==> src/rtl/sram_pixel_writer.sv <==
// Write-side SRAM pixel engine: latches a batch of grey pixels and writes each
// one as a {g,g,g} word to consecutive addresses with a fixed setup/hold strobe.
module sram_pixel_writer #(
  parameter int ADDR_BITS   = 16,
  parameter int DATA_BITS   = 24,
  parameter int PIX_BITS    = 8,
  parameter int BATCH       = 20,
  parameter int WAIT_CYCLES = 3
) (
  input  logic                               clk,
  input  logic                               n_rst,
  input  logic                               start,
  input  logic [ADDR_BITS-1:0]               base_addr,
  input  logic [4:0]                         num_pix,
  input  logic [BATCH-1:0][PIX_BITS-1:0]     pix_in,
  output logic                               busy,
  output logic                               done,
  output logic [ADDR_BITS-1:0]               address,
  output logic [DATA_BITS-1:0]               w_data,
  output logic                               write_enable,
  output logic                               read_enable
);

  typedef enum logic [1:0] {
    S_IDLE,
    S_SETUP,
    S_WRITE,
    S_DONE
  } state_t;

  state_t                           r_state, w_state_n;
  logic [BATCH-1:0][PIX_BITS-1:0]   r_pix, w_pix_n;
  logic [ADDR_BITS-1:0]             r_base, w_base_n;
  logic [4:0]                       r_count, w_count_n;
  logic [4:0]                       r_idx, w_idx_n;
  logic [3:0]                       r_wait, w_wait_n;
  logic                             r_busy, w_busy_n;
  logic                             r_done, w_done_n;
  logic                             r_we, w_we_n;
  logic [ADDR_BITS-1:0]             r_addr, w_addr_n;
  logic [DATA_BITS-1:0]             r_data, w_data_n;
  logic [4:0]                       w_clamp;
  logic [4:0]                       w_idx_inc;

  function automatic logic [DATA_BITS-1:0] grey(input logic [PIX_BITS-1:0] g);
    return DATA_BITS'({3{g}});
  endfunction

  assign w_clamp   = (num_pix > 5'(BATCH)) ? 5'(BATCH) : num_pix;
  assign w_idx_inc = r_idx + 5'd1;

  // Address/data are loaded on the edge that enters SETUP, so they stay
  // stable through the whole strobe window and hold in IDLE/DONE.
  always_comb begin
    w_state_n = r_state;
    w_pix_n   = r_pix;
    w_base_n  = r_base;
    w_count_n = r_count;
    w_idx_n   = r_idx;
    w_wait_n  = r_wait;
    w_addr_n  = r_addr;
    w_data_n  = r_data;
    case (r_state)
      S_IDLE: begin
        if (start) begin
          w_pix_n   = pix_in;
          w_base_n  = base_addr;
          w_count_n = w_clamp;
          w_idx_n   = '0;
          w_wait_n  = '0;
          if (w_clamp != 5'd0) begin
            w_state_n = S_SETUP;
            w_addr_n  = base_addr;
            w_data_n  = grey(pix_in[0]);
          end else begin
            w_state_n = S_DONE;
          end
        end
      end
      S_SETUP: begin
        w_state_n = S_WRITE;
        w_wait_n  = '0;
      end
      S_WRITE: begin
        if (r_wait == 4'(WAIT_CYCLES - 1)) begin
          w_wait_n = '0;
          w_idx_n  = w_idx_inc;
          if (w_idx_inc == r_count) begin
            w_state_n = S_DONE;
          end else begin
            w_state_n = S_SETUP;
            w_addr_n  = r_base + ADDR_BITS'(w_idx_inc);
            w_data_n  = grey(r_pix[w_idx_inc]);
          end
        end else begin
          w_wait_n = r_wait + 4'd1;
        end
      end
      S_DONE: begin
        w_state_n = S_IDLE;
      end
      default: begin
        w_state_n = S_IDLE;
      end
    endcase
    w_busy_n = (w_state_n == S_SETUP) || (w_state_n == S_WRITE);
    w_we_n   = (w_state_n == S_WRITE);
    w_done_n = (w_state_n == S_DONE);
  end

  always_ff @(posedge clk or negedge n_rst) begin
    if (!n_rst) begin
      r_state <= S_IDLE;
      r_pix   <= '0;
      r_base  <= '0;
      r_count <= '0;
      r_idx   <= '0;
      r_wait  <= '0;
      r_busy  <= 1'b0;
      r_done  <= 1'b0;
      r_we    <= 1'b0;
      r_addr  <= '0;
      r_data  <= '0;
    end else begin
      r_state <= w_state_n;
      r_pix   <= w_pix_n;
      r_base  <= w_base_n;
      r_count <= w_count_n;
      r_idx   <= w_idx_n;
      r_wait  <= w_wait_n;
      r_busy  <= w_busy_n;
      r_done  <= w_done_n;
      r_we    <= w_we_n;
      r_addr  <= w_addr_n;
      r_data  <= w_data_n;
    end
  end

  assign busy         = r_busy;
  assign done         = r_done;
  assign write_enable = r_we;
  assign address      = r_addr;
  assign w_data       = r_data;
  assign read_enable  = 1'b0;

endmodule
==> config.mk <==
export PLATFORM = sky130hd
export DESIGN_NAME = sram_pixel_writer
export DESIGN_NICKNAME = d
export VERILOG_FILES = /design/src/rtl/sram_pixel_writer.sv
export SDC_FILE = /design/constraint.sdc
export NUM_CORES = 1
export LEC_CHECK = 0
export BUFFER_PORTS_ARGS = -buffer_cell sky130_fd_sc_hd__buf_2
export CORE_MARGIN = 4
export CORE_UTILIZATION = 59
export DETAILED_ROUTE_END_ITERATION = 8
export PLACE_DENSITY = 0.9
export SYNTH_ARGS = -nofsm -noshare
export SYNTH_HDL_FRONTEND = slang
export SYNTH_SLANG_ARGS = --single-unit
==> constraint.sdc <==
create_clock -name clk -period 7.4 [get_ports clk]
set_input_delay 0.74 -clock clk [delete_from_list [all_inputs] [get_ports clk]]
set_output_delay 0.74 -clock clk [all_outputs]
set_load 0.02 [all_outputs]
==> impl_metrics.env, run 1 <==
export IMPL_outcome="finished clean"
export IMPL_synth_area_sq_um=10550
export IMPL_finalCritPeriodShare=0.5211
export IMPL_die_area_sq_um=20080
export IMPL_yosysTopAreaCell="dfrtp_1"
export IMPL_grt_first_pass_wirelength_mm=43.18
export IMPL_fin_worst_skew_ns=0.008255
export IMPL_maxCapViolations=0
export IMPL_regToRegStartpoint="r_idx[0]$_DFFE_PN0P_"
export IMPL_cts_resized=0
export IMPL_ys_warn_count=0
export IMPL_clock_latency_ns=0.51
export IMPL_overflow=0
export IMPL_grt_start_max_net_pins=145
export IMPL_post_drt_wl_per_cell_um=17.33
export IMPL_drt_pass1_iter_count=5
export IMPL_synthAdderAreaFrac=0.01613
export IMPL_synth_simple_area_share=0.2266
export IMPL_max_slew_margin_rel=0.2435
export IMPL_whs_ns=0.3791
export IMPL_synthMuxAreaShare=0.1120
export IMPL_ant_nets=0
export IMPL_rr_endpoint="address[8]$_DFFE_PN0P_"
export IMPL_required_ns=7.74
export IMPL_worstMarginPinSlew_ns=1.130
export IMPL_cts_tree="done"
export IMPL_fillers=1268
export IMPL_numCtsBuffers=23
export IMPL_vias=8619
export IMPL_cts_buffer_depth=3
export IMPL_pwr_share_seq=0.403
export IMPL_seq_area_sq_um=5484
export IMPL_cp_buffers_inverters=0
export IMPL_crit_type="reg -> reg"
export IMPL_internal_power_mw=3.289
export IMPL_hold_buffers=0
export IMPL_nets=1512
export IMPL_core_area_sq_um=17420
export IMPL_comb_power_share=0.388
export IMPL_drc=0
export IMPL_hp_class="in -> async"
export IMPL_cp_top_family="flip-flops"
export IMPL_dpl_cell_area_sq_um=11580
export IMPL_hpwlAfterDp_mm=18.65
export IMPL_io_pins=228
export IMPL_synth_compound_area_frac=0.05469
export IMPL_fin_tns_setup_ns=0
export IMPL_yosys_area_top_type_share=0.5196
export IMPL_io_buffers=226
export IMPL_ir_worst_vdd_mv=0.2758
export IMPL_syn_nets=1337
export IMPL_finalSetupViolCount=0
export IMPL_drv_slew=0
export IMPL_critPathCaptureType="flop"
export IMPL_drive_gt1_frac=0.2359
export IMPL_ys_seq_area_frac=0.5196
export IMPL_clk_pin_slew_ns=0.06
export IMPL_synth_edf_count=0
export IMPL_multi_input_area_sq_um=4564
export IMPL_synthDistinctLibCells=43
export IMPL_netlist_instances=1140
export IMPL_r2r_cells=9
export IMPL_critPathSlowestCell="dfrtp_4"
export IMPL_fin_crit_ns=3.856
export IMPL_post_route_cell_area_sq_um=12320
export IMPL_drtIter0Drc=636
export IMPL_path_max_fanout=48
export IMPL_wl_mm=26.99
export IMPL_clockPowerShare=0.209
export IMPL_grt_pass1_vias=8612
export IMPL_timing_fmax_ghz=0.2593
export IMPL_hold_viol_final=0
export IMPL_synth_ff_type="dfrtp_1"
export IMPL_critPathLaunchType="flop"
export IMPL_synth_xor_area_frac=0.02088
export IMPL_routabilityCongestion=0.9193
export IMPL_async_reset_ff_frac=1.000
export IMPL_start_util=0.6055
export IMPL_synth_top_family_by_area="simple AND/OR/NAND/NOR gates"
export IMPL_avgSynthCellArea_sq_um=9.251
export IMPL_grt_use_total=0.2672
export IMPL_synthTopCellsByArea="dfrtp_1 (52%), nand2_1 (20%), mux4_2 (8.5%)"
export IMPL_power_density_nw_per_um2=438.9
export IMPL_swShare=0.3917
export IMPL_antenna_found_initial=3
export IMPL_worstPathCellList="ha_2, xor2_4, ha_1, a21oi_1, a21boi_0, o2111ai_1, xnor2_1, mux2i_1, o21ai_1"
export IMPL_critPathArrivalTime_ns=4.20
export IMPL_cts_max_level=1
export IMPL_r2r_slack_ns=3.54
export IMPL_cts_setup_buffers=0
export IMPL_critPathMaxStageDelay_ns=1.01
export IMPL_vias_per_cell=5.536
export IMPL_power_static_leakage_nw=6.408
export IMPL_rows=48
export IMPL_rsz0062_at_grt="false"
export IMPL_die_h_um=141.7
export IMPL_area_delta_synth_final_pct=16.80
export IMPL_root_buffer="clkbuf_16"
export IMPL_switching_power_mw=2.117
export IMPL_cts_sinks=219
export IMPL_synth_seq_cells=219
export IMPL_die_w_um=141.7
==> stage by stage <==
| step | power, mW | setup WS (ns) | utilization | cells |
|---|---|---|---|---|
| after floorplan | 3.684 | 4.596 | - | 1140 |
| after global placement | 4.154 | 3.622 | 0.6651 | 1515 |
| after detailed placement | 4.267 | 3.490 | 0.6651 | 1515 |
| after CTS | 5.423 | 3.485 | 0.7071 | 1556 |
| after global routing | 5.782 | 3.122 | 0.7073 | 1557 |
| final | 5.406 | 3.544 | 0.7073 | 1557 |
==> worst register-to-register path, cell delays in order, from the launching register on <==
cell and delay [ns]:
dfrtp_4 1.01, ha_2 0.50, xor2_4 0.66, ha_1 0.34
a21oi_1 0.10, a21boi_0 0.50, o2111ai_1 0.20, xnor2_1 0.16
mux2i_1 0.15, o21ai_1 0.07
==> flip-flops by register name (all words and copies together) (netlist names) <==
name	flops
r_state	2
r_pix	160
busy	1
r_idx	5
r_wait	4
r_count	5
r_base	16
write_enable	1
done	1
address	16
w_data	8
==> cells in the mapped netlist, types with 2 or more instances <==
master,number
mux2i_1,28
a32oi_1,2
clkbuf_1,45
o2111ai_1,4
nand2_1,573
mux4_2,40
nor3_1,3
and2_1,2
o211ai_1,3
o21ai_0,29
o31ai_1,2
nor2b_1,2
o21ai_1,20
xnor2_1,17
inv_1,20
xor2_1,5
nand3_1,8
buf_6,8
ha_1,12
o22ai_1,19
nand3b_1,3
nand2b_1,2
nor2_1,13
buf_4,20
buf_2,8
and4_1,3
a31oi_1,3
a21oi_1,12
a21boi_0,2
dfrtp_1,219
==> cells in the final DEF, fill, tap and decap left out, types with 6 or more instances in the layout <==
cell type	Yosys	final
o21ai_1	20	20
dfrtp_1	219	218
nand3_1	8	8
clkinv_2	0	6
mux2i_1	28	28
clkbuf_1	45	6
nand2_1	573	572
inv_1	20	20
clkbuf_16	0	23
mux4_2	40	40
buf_2	8	225
nor2_1	13	13
ha_1	12	11
xnor2_1	17	17
o21ai_0	29	29
a21oi_1	12	12
o22ai_1	19	19
==> power by group through the flow <==
stage	sequential, mW	combinational, mW	clock (mW)
after CTS	2.17	2.11	1.14
after global routing	2.24	2.34	1.20
final	2.18	2.10	1.13
after global placement	2.15	2.01	0
after floorplan	2.09	1.59	0
after detailed placement	2.18	2.09	0
==> routing by layer <==
layer | global-route usage | up-vias | part of all wire
met5 | 0 | - | 0.00096
met4 | 0.08485 | 4 | 0.030
met3 | 0.04954 | 75 | 0.089
met2 | 0.4291 | 426 | 0.48
met1 | 0.3743 | 4082 | 0.40
li1 | - | 4032 | -
==> worst max-delay path by stage <==
stage / startpoint / to / cells past startpoint
2_1_floorplan: r_idx[1]$_DFFE_PN0P_ / address[8]$_DFFE_PN0P_ / 11
3_3_place_gp: r_idx[0]$_DFFE_PN0P_ / address[6]$_DFFE_PN0P_ / 9
3_5_place_dp: r_idx[0]$_DFFE_PN0P_ / address[12]$_DFFE_PN0P_ / 9
4_1_cts: r_idx[0]$_DFFE_PN0P_ / address[10]$_DFFE_PN0P_ / 9
5_1_grt: r_idx[0]$_DFFE_PN0P_ / address[8]$_DFFE_PN0P_ / 9
6_report: r_idx[0]$_DFFE_PN0P_ / address[8]$_DFFE_PN0P_ / 9
==> final cells by class <==
cell class	count	area share
sequential	219	0.4452
multi-input combinational	820	0.3705
timing repair buffer	231	0.09568
clock buffer	31	0.05079
tap	225	0.02285
clock inverter	10	0.008634
inverter	20	0.006094
antenna	1	0.0002031
==> logic make-up after synthesis <==
family | after synthesis
simple gates | 616
flops | 219
buf+inv | 101
compound gates | 99
mux | 68
xor+xnor | 23
fa+ha+maj | 13
other cells | 1
(Power assumes the default switching activity.)
==> run 2, diff against run 1 <==
--- a/config.mk
+++ b/config.mk
@@ -7,9 +7,9 @@
 export LEC_CHECK = 0
 export BUFFER_PORTS_ARGS = -buffer_cell sky130_fd_sc_hd__buf_2
 export CORE_MARGIN = 4
-export CORE_UTILIZATION = 59
+export CORE_UTILIZATION = 50
 export DETAILED_ROUTE_END_ITERATION = 8
-export PLACE_DENSITY = 0.9
+export PLACE_DENSITY = 0.81
 export SYNTH_ARGS = -nofsm -noshare
 export SYNTH_HDL_FRONTEND = slang
 export SYNTH_SLANG_ARGS = --single-unit
==> constraint.sdc (replaced) <==
create_clock -name clk -period 3.2 [get_ports clk]
set_input_delay 0.32 -clock clk [delete_from_list [all_inputs] [get_ports clk]]
set_output_delay 0.32 -clock clk [all_outputs]
set_load 0.02 [all_outputs]
==> run 2 against run 1 <==
Via count rose by 3.3%. Wire length rose by 7.1%. Critical path depth did not move. Power rose by 140%. Utilization fell by 6.5 points. Global-route usage fell by 2.6 points. Count of clock-buffer cells in the layout rose by 6. Clock power rose to 2.7 times the previous value. Register-to-register slack got worse by 3.3 ns. Maximum frequency rose by 32%. Sequential share of layout area fell by 2.8 points. Highest routed layer is now met4.
==> impl_metrics.env, run 2 (synthesized netlist as in run 1, its figures left out) <==
export IMPL_root_buffer="clkbuf_16"
export IMPL_vias=8905
export IMPL_overflow=0
export IMPL_nets=1571
export IMPL_die_h_um=153.2
export IMPL_fin_tns_setup_ns=0
export IMPL_maxCapViolations=0
export IMPL_finalCritPeriodShare=0.9103
export IMPL_setup_slack_ns=0.2870
export IMPL_hpwlAfterDp_mm=19.26
export IMPL_r2r_slack_ns=0.29
export IMPL_io_buffers=226
export IMPL_grt_pass1_vias=9018
export IMPL_drt_pass1_iter_count=5
export IMPL_die_w_um=153.2
export IMPL_cts_max_level=1
export IMPL_path_max_fanout=10
export IMPL_area_delta_synth_final_pct=24.72
export IMPL_ant_nets=0
export IMPL_numCtsBuffers=24
export IMPL_fin_cells=1661
export IMPL_ir_worst_vdd_mv=0.4564
export IMPL_drv_slew=0
export IMPL_cts_tree="done"
export IMPL_worstMarginPinSlew_ns=0.8887
export IMPL_critPathCaptureType="flop"
export IMPL_drc=0
export IMPL_cts_buffer_depth=3
export IMPL_hold_viol_final=0
export IMPL_whs_endpoint="r_pix[33]$_DFFE_PN0P_"
export IMPL_start_util=0.5146
export IMPL_drtIter0Drc=555
export IMPL_antenna_cells=0
export IMPL_worstHoldStart="pix_in[33]"
export IMPL_antenna_found_initial=0
export IMPL_hold_buffers=51
export IMPL_regMostFlops="r_pix"
export IMPL_outcome="finished clean"
export IMPL_r2r_cells=9
export IMPL_finalSetupViolCount=0
export IMPL_final_common_cell="nand2_1"
export IMPL_cts_resized=0
export IMPL_rsz0062_at_grt="false"
export IMPL_power_density_nw_per_um2=997.7
export IMPL_whs_ns=0.002227
export IMPL_cts_setup_buffers=0
export IMPL_fin_worst_skew_ns=0.005863
export IMPL_p_total_mw=13.12
export IMPL_max_slew_margin_rel=0.4075
export IMPL_hold_depth=3
export IMPL_post_drt_wl_per_cell_um=17.39
export IMPL_rows=52
export IMPL_drive_gt1_frac=0.2351
export IMPL_grt_start_max_net_pins=103
export IMPL_critPathLaunchType="flop"
export IMPL_hp_class="in -> reg"
export IMPL_grt_use_total=0.2415
export IMPL_wl_mm=28.89
export IMPL_fillers=1592
export IMPL_largest_reg_flops=160
export IMPL_power_static_leakage_nw=6.757
export IMPL_required_ns=3.59
export IMPL_routabilityCongestion=0.8711
export IMPL_grt_first_pass_wirelength_mm=45.91
export IMPL_clock_latency_ns=0.51
export IMPL_core_area_sq_um=20490
export IMPL_timing_fmax_ghz=0.3433
export IMPL_rr_endpoint="address[6]$_DFFE_PN0P_"
export IMPL_layout_common_cells="nand2_1 (572), buf_2 (225), dfrtp_1 (218), dlygate4sd3_1 (51), mux4_2 (40)"
export IMPL_fin_crit_ns=2.913
export IMPL_vias_per_cell=5.361
export IMPL_pre_cts_ws_ns=0.4066
export IMPL_regToRegStartpoint="r_idx[2]$_DFFE_PN0P_"
export IMPL_place_inst=1567
export IMPL_critPathArrivalTime_ns=3.30
export IMPL_io_pins=228
export IMPL_die_area_sq_um=23480
export IMPL_clk_pin_slew_ns=0.06
export IMPL_cts_sinks=219
export IMPL_crit_type="reg -> reg"
run 2: cell types whose count changed in the layout (fill, tap and decap cells not counted), sizes merged:
cell,delta
diode,-1
clkbuf,+6
bufinv,+2
dlygate4sd3,+51
clkinv,-4
buf,+7
clkinvlp,-1
inv,-1
run 2: final cells by class:
type	instances	area [sq um]	share of cell area
Timing Repair Buffer	289	1792	0.1362
Multi-Input combinational cell	820	4564	0.3470
Tap cell	270	337.8	0.02568
Sequential cell	219	5484	0.4169
Clock inverter	6	130.1	0.009893
Inverter	20	75.07	0.005707
Clock buffer	37	770.7	0.05859
run 2: critical path, stage by stage, from the launching register on:
cell and delay (ns):
dfrtp_1 0.59, nand3_1 0.27, xnor2_1 0.25, ha_1 0.35, nand3b_1 0.10, a21boi_0 0.62
o21ai_0 0.23, xnor2_1 0.17, mux2i_1 0.14, o21ai_1 0.07
run 2: metrics by stage:
stage | instance area (sq um) | util
after floorplan | 10550 | -
after global placement | 11740 | 0.5730
after detailed placement | 11740 | 0.5730
after CTS | 13150 | 0.6418
after global routing | 13150 | 0.6418
final | 13150 | 0.6418
run 2: metal layers:
layer,part of all wire,track usage,vias to the layer above
li1,-,-,4150
met1,0.41,0.3261,4320
met2,0.49,0.3991,360
met3,0.067,0.03704,75
met4,0.034,0.08952,0
met5,0,0,-
run 2: worst max path at each step:
stage | startpoint | endpoint | slack [ns] | cells past startpoint
2_1_floorplan | r_idx[1]$_DFFE_PN0P_ | address[8]$_DFFE_PN0P_ | 0.40 | 11
3_3_place_gp | r_idx[0]$_DFFE_PN0P_ | address[11]$_DFFE_PN0P_ | 0.44 | 9
3_5_place_dp | r_idx[2]$_DFFE_PN0P_ | address[12]$_DFFE_PN0P_ | 0.41 | 9
4_1_cts | r_idx[2]$_DFFE_PN0P_ | address[6]$_DFFE_PN0P_ | 0.33 | 9
5_1_grt | r_idx[2]$_DFFE_PN0P_ | address[6]$_DFFE_PN0P_ | 0.02 | 9
6_report | r_idx[2]$_DFFE_PN0P_ | address[6]$_DFFE_PN0P_ | 0.29 | 9
run 2: report_power, final:
group | internal, mW | switching (mW)
Sequential | 4.07 | 0.866
Clock | 1.97 | 1.11
Combinational | 2.09 | 3.01
==> run 3, diff against run 2 <==
--- a/config.mk
+++ b/config.mk
@@ -7,9 +7,10 @@
 export LEC_CHECK = 0
 export BUFFER_PORTS_ARGS = -buffer_cell sky130_fd_sc_hd__buf_2
 export CORE_MARGIN = 4
-export CORE_UTILIZATION = 50
+export CORE_UTILIZATION = 43
 export DETAILED_ROUTE_END_ITERATION = 8
-export PLACE_DENSITY = 0.81
+export PLACE_DENSITY = 0.72
+export RECOVER_POWER = 50
 export SYNTH_ARGS = -nofsm -noshare
 export SYNTH_HDL_FRONTEND = slang
 export SYNTH_SLANG_ARGS = --single-unit
==> run 3 against run 2 <==
The flow now finishes with violations (max-capacitance violations, max-slew violations). Wire length is 0.58% lower. Sequential power about the same. Clock power shrank 8.1%. Final cell count is 4.3% higher. Clock skew is 0.0040 ns higher. Largest power group unchanged.
==> impl_metrics.env, run 3 (synthesized netlist as in run 1, its figures left out) <==
export IMPL_critPathCaptureType="flop"
export IMPL_wl_mm=28.72
export IMPL_die_h_um=164.6
export IMPL_fin_worst_skew_ns=0.009827
export IMPL_regMostFlops="r_pix"
export IMPL_cts_resized=0
export IMPL_fin_util=0.5472
export IMPL_drtIter0Drc=722
export IMPL_numCtsBuffers=24
export IMPL_post_drt_wl_per_cell_um=16.57
export IMPL_drt_pass1_iter_count=5
export IMPL_swShare=0.3846
export IMPL_max_slew_margin_rel=-0.6789
export IMPL_finalSetupViolCount=0
export IMPL_critPathSlowestCell="dfrtp_4"
export IMPL_cts_tree="done"
export IMPL_hpwlAfterDp_mm=19.61
export IMPL_whs_ns=0.003737
export IMPL_fin_tns_setup_ns=0
export IMPL_pre_cts_ws_ns=0.2239
export IMPL_antenna_found_initial=2
export IMPL_crit_top_cell="nor2_1"
export IMPL_comb_power_share=0.393
export IMPL_power_density_nw_per_um2=965.1
export IMPL_cp_top_family="adder cells"
export IMPL_cts_buffer_depth=3
export IMPL_fin_crit_ns=2.956
export IMPL_cts_sinks=219
export IMPL_critPathLaunchType="flop"
export IMPL_routabilityCongestion=0.8520
export IMPL_ir_worst_vdd_mv=0.4786
export IMPL_grt_use_total=0.2107
export IMPL_critPathMaxStageDelay_ns=0.57
export IMPL_rsz0062_at_grt="false"
export IMPL_root_buffer="clkbuf_16"
export IMPL_drive_gt1_frac=0.2146
export IMPL_place_inst=1621
export IMPL_cp_buffers_inverters=1
export IMPL_internal_power_mw=7.881
export IMPL_hold_buffers=69
export IMPL_cts_max_level=1
export IMPL_fin_cells=1733
export IMPL_dpl_cell_area_sq_um=11810
export IMPL_path_max_fanout=42
export IMPL_largest_reg_flops=160
export IMPL_die_area_sq_um=27100
export IMPL_layout_common_cells="nand2_1 (572), dfrtp_1 (218), buf_2 (204), dlygate4sd3_1 (69), mux4_2 (40)"
export IMPL_cts_setup_buffers=0
export IMPL_outcome="finished, violations left"
export IMPL_hp_class="in -> reg"
export IMPL_start_util=0.4349
export IMPL_finalCritPeriodShare=0.9238
export IMPL_crit_type="reg -> reg"
export IMPL_post_route_cell_area_sq_um=13270
export IMPL_switching_power_mw=4.925
export IMPL_p_total_mw=12.81
export IMPL_core_area_sq_um=24250
export IMPL_drv_slew=101
export IMPL_clock_latency_ns=0.52
export IMPL_ant_nets=0
export IMPL_grt_start_max_net_pins=102
export IMPL_die_w_um=164.6
export IMPL_vias_per_cell=5.027
export IMPL_hold_viol_final=0
export IMPL_violations="max-capacitance violations, max-slew violations"
export IMPL_overflow=0
export IMPL_drc=0
export IMPL_setup_slack_ns=0.2437
export IMPL_vias=8711
export IMPL_worstPathCellList="ha_2, buf_4, ha_1, a21oi_1, nor2_1, o2111ai_1, xnor2_1, nor2_1, o31ai_2"
export IMPL_clk_pin_slew_ns=0.06
export IMPL_worstMarginPinSlew_ns=2.518
export IMPL_grt_first_pass_wirelength_mm=45.27
export IMPL_rows=57
export IMPL_required_ns=3.62
export IMPL_final_common_cell="nand2_1"
export IMPL_maxCapViolations=1
export IMPL_nets=1589
export IMPL_io_buffers=226
export IMPL_clockPowerShare=0.221
export IMPL_power_static_leakage_nw=6.708
export IMPL_io_pins=228
export IMPL_critPathArrivalTime_ns=3.38
export IMPL_grt_pass1_vias=8736
export IMPL_timing_fmax_ghz=0.3383
export IMPL_area_delta_synth_final_pct=25.82
export IMPL_pwr_share_seq=0.386
run 3: cell count changes in the layout (fill, tap and decap cells not counted), moves of 2 or more:
cell,change
buf_2,-21
clkbuf_1,+23
clkbuf_8,-7
clkinv_2,+2
diode_2,+2
dlygate4sd3_1,+18
run 3: layout make-up:
class / count / area [sq um]
Tap cell: 324 / 405.4
Clock inverter: 9 / 126.4
Inverter: 20 / 75.07
Timing Repair Buffer: 307 / 1927
Sequential cell: 219 / 5484
Multi-Input combinational cell: 820 / 4564
Fill cell: 2177 / 10980
Clock buffer: 32 / 681.9
Antenna cell: 2 / 5.005
run 3: path summary, 6_finish.rpt:
path	from	to	slack (ns)	cells after the start
hold / removal	pix_in[54]	r_pix[54]$_DFFE_PN0P_	0.004	3
setup reg to reg	r_idx[0]$_DFFE_PN0P_	address[11]$_DFFE_PN0P_	0.24	9
min in group asynchronous	n_rst	r_pix[150]$_DFFE_PN0P_	1.11	2
hold reg to reg	r_pix[31]$_DFFE_PN0P_	r_pix[31]$_DFFE_PN0P_	0.47	2
setup / recovery	r_idx[0]$_DFFE_PN0P_	address[11]$_DFFE_PN0P_	0.24	9
max in group asynchronous	n_rst	r_pix[44]$_DFFE_PN0P_	0.56	3
run 3: layer usage:
metal | vias to the layer above | global-route usage | share of wire
li1 | 4196 | - | -
met1 | 4177 | 0.2944 | 0.43
met5 | - | 0 | 0
met3 | 45 | 0.02745 | 0.058
met4 | 0 | 0.05936 | 0.023
met2 | 293 | 0.3485 | 0.48
run 3: power by group through the flow:
stage / registers [mW] / logic (mW) / clock network, mW
2_1_floorplan: 4.84 / 3.68 / 0
3_3_place_gp: 4.90 / 4.91 / 0
3_5_place_dp: 4.95 / 5.03 / 0
4_1_cts: 4.93 / 5.12 / 2.88
5_1_grt: 5.09 / 5.62 / 3.01
6_report: 4.94 / 5.03 / 2.83
run 3: worst reg2reg max path: cells and delay by family (launching register included):
family	cells	cell delay, ns
XOR/XNOR	1	0.15
AND/OR/NAND/NOR	2	0.22
adder cells (fa/ha/maj)	2	0.73
buffers and inverters	1	0.53
flip-flops	1	0.57
AO/OA/AOI/OAI	3	0.69
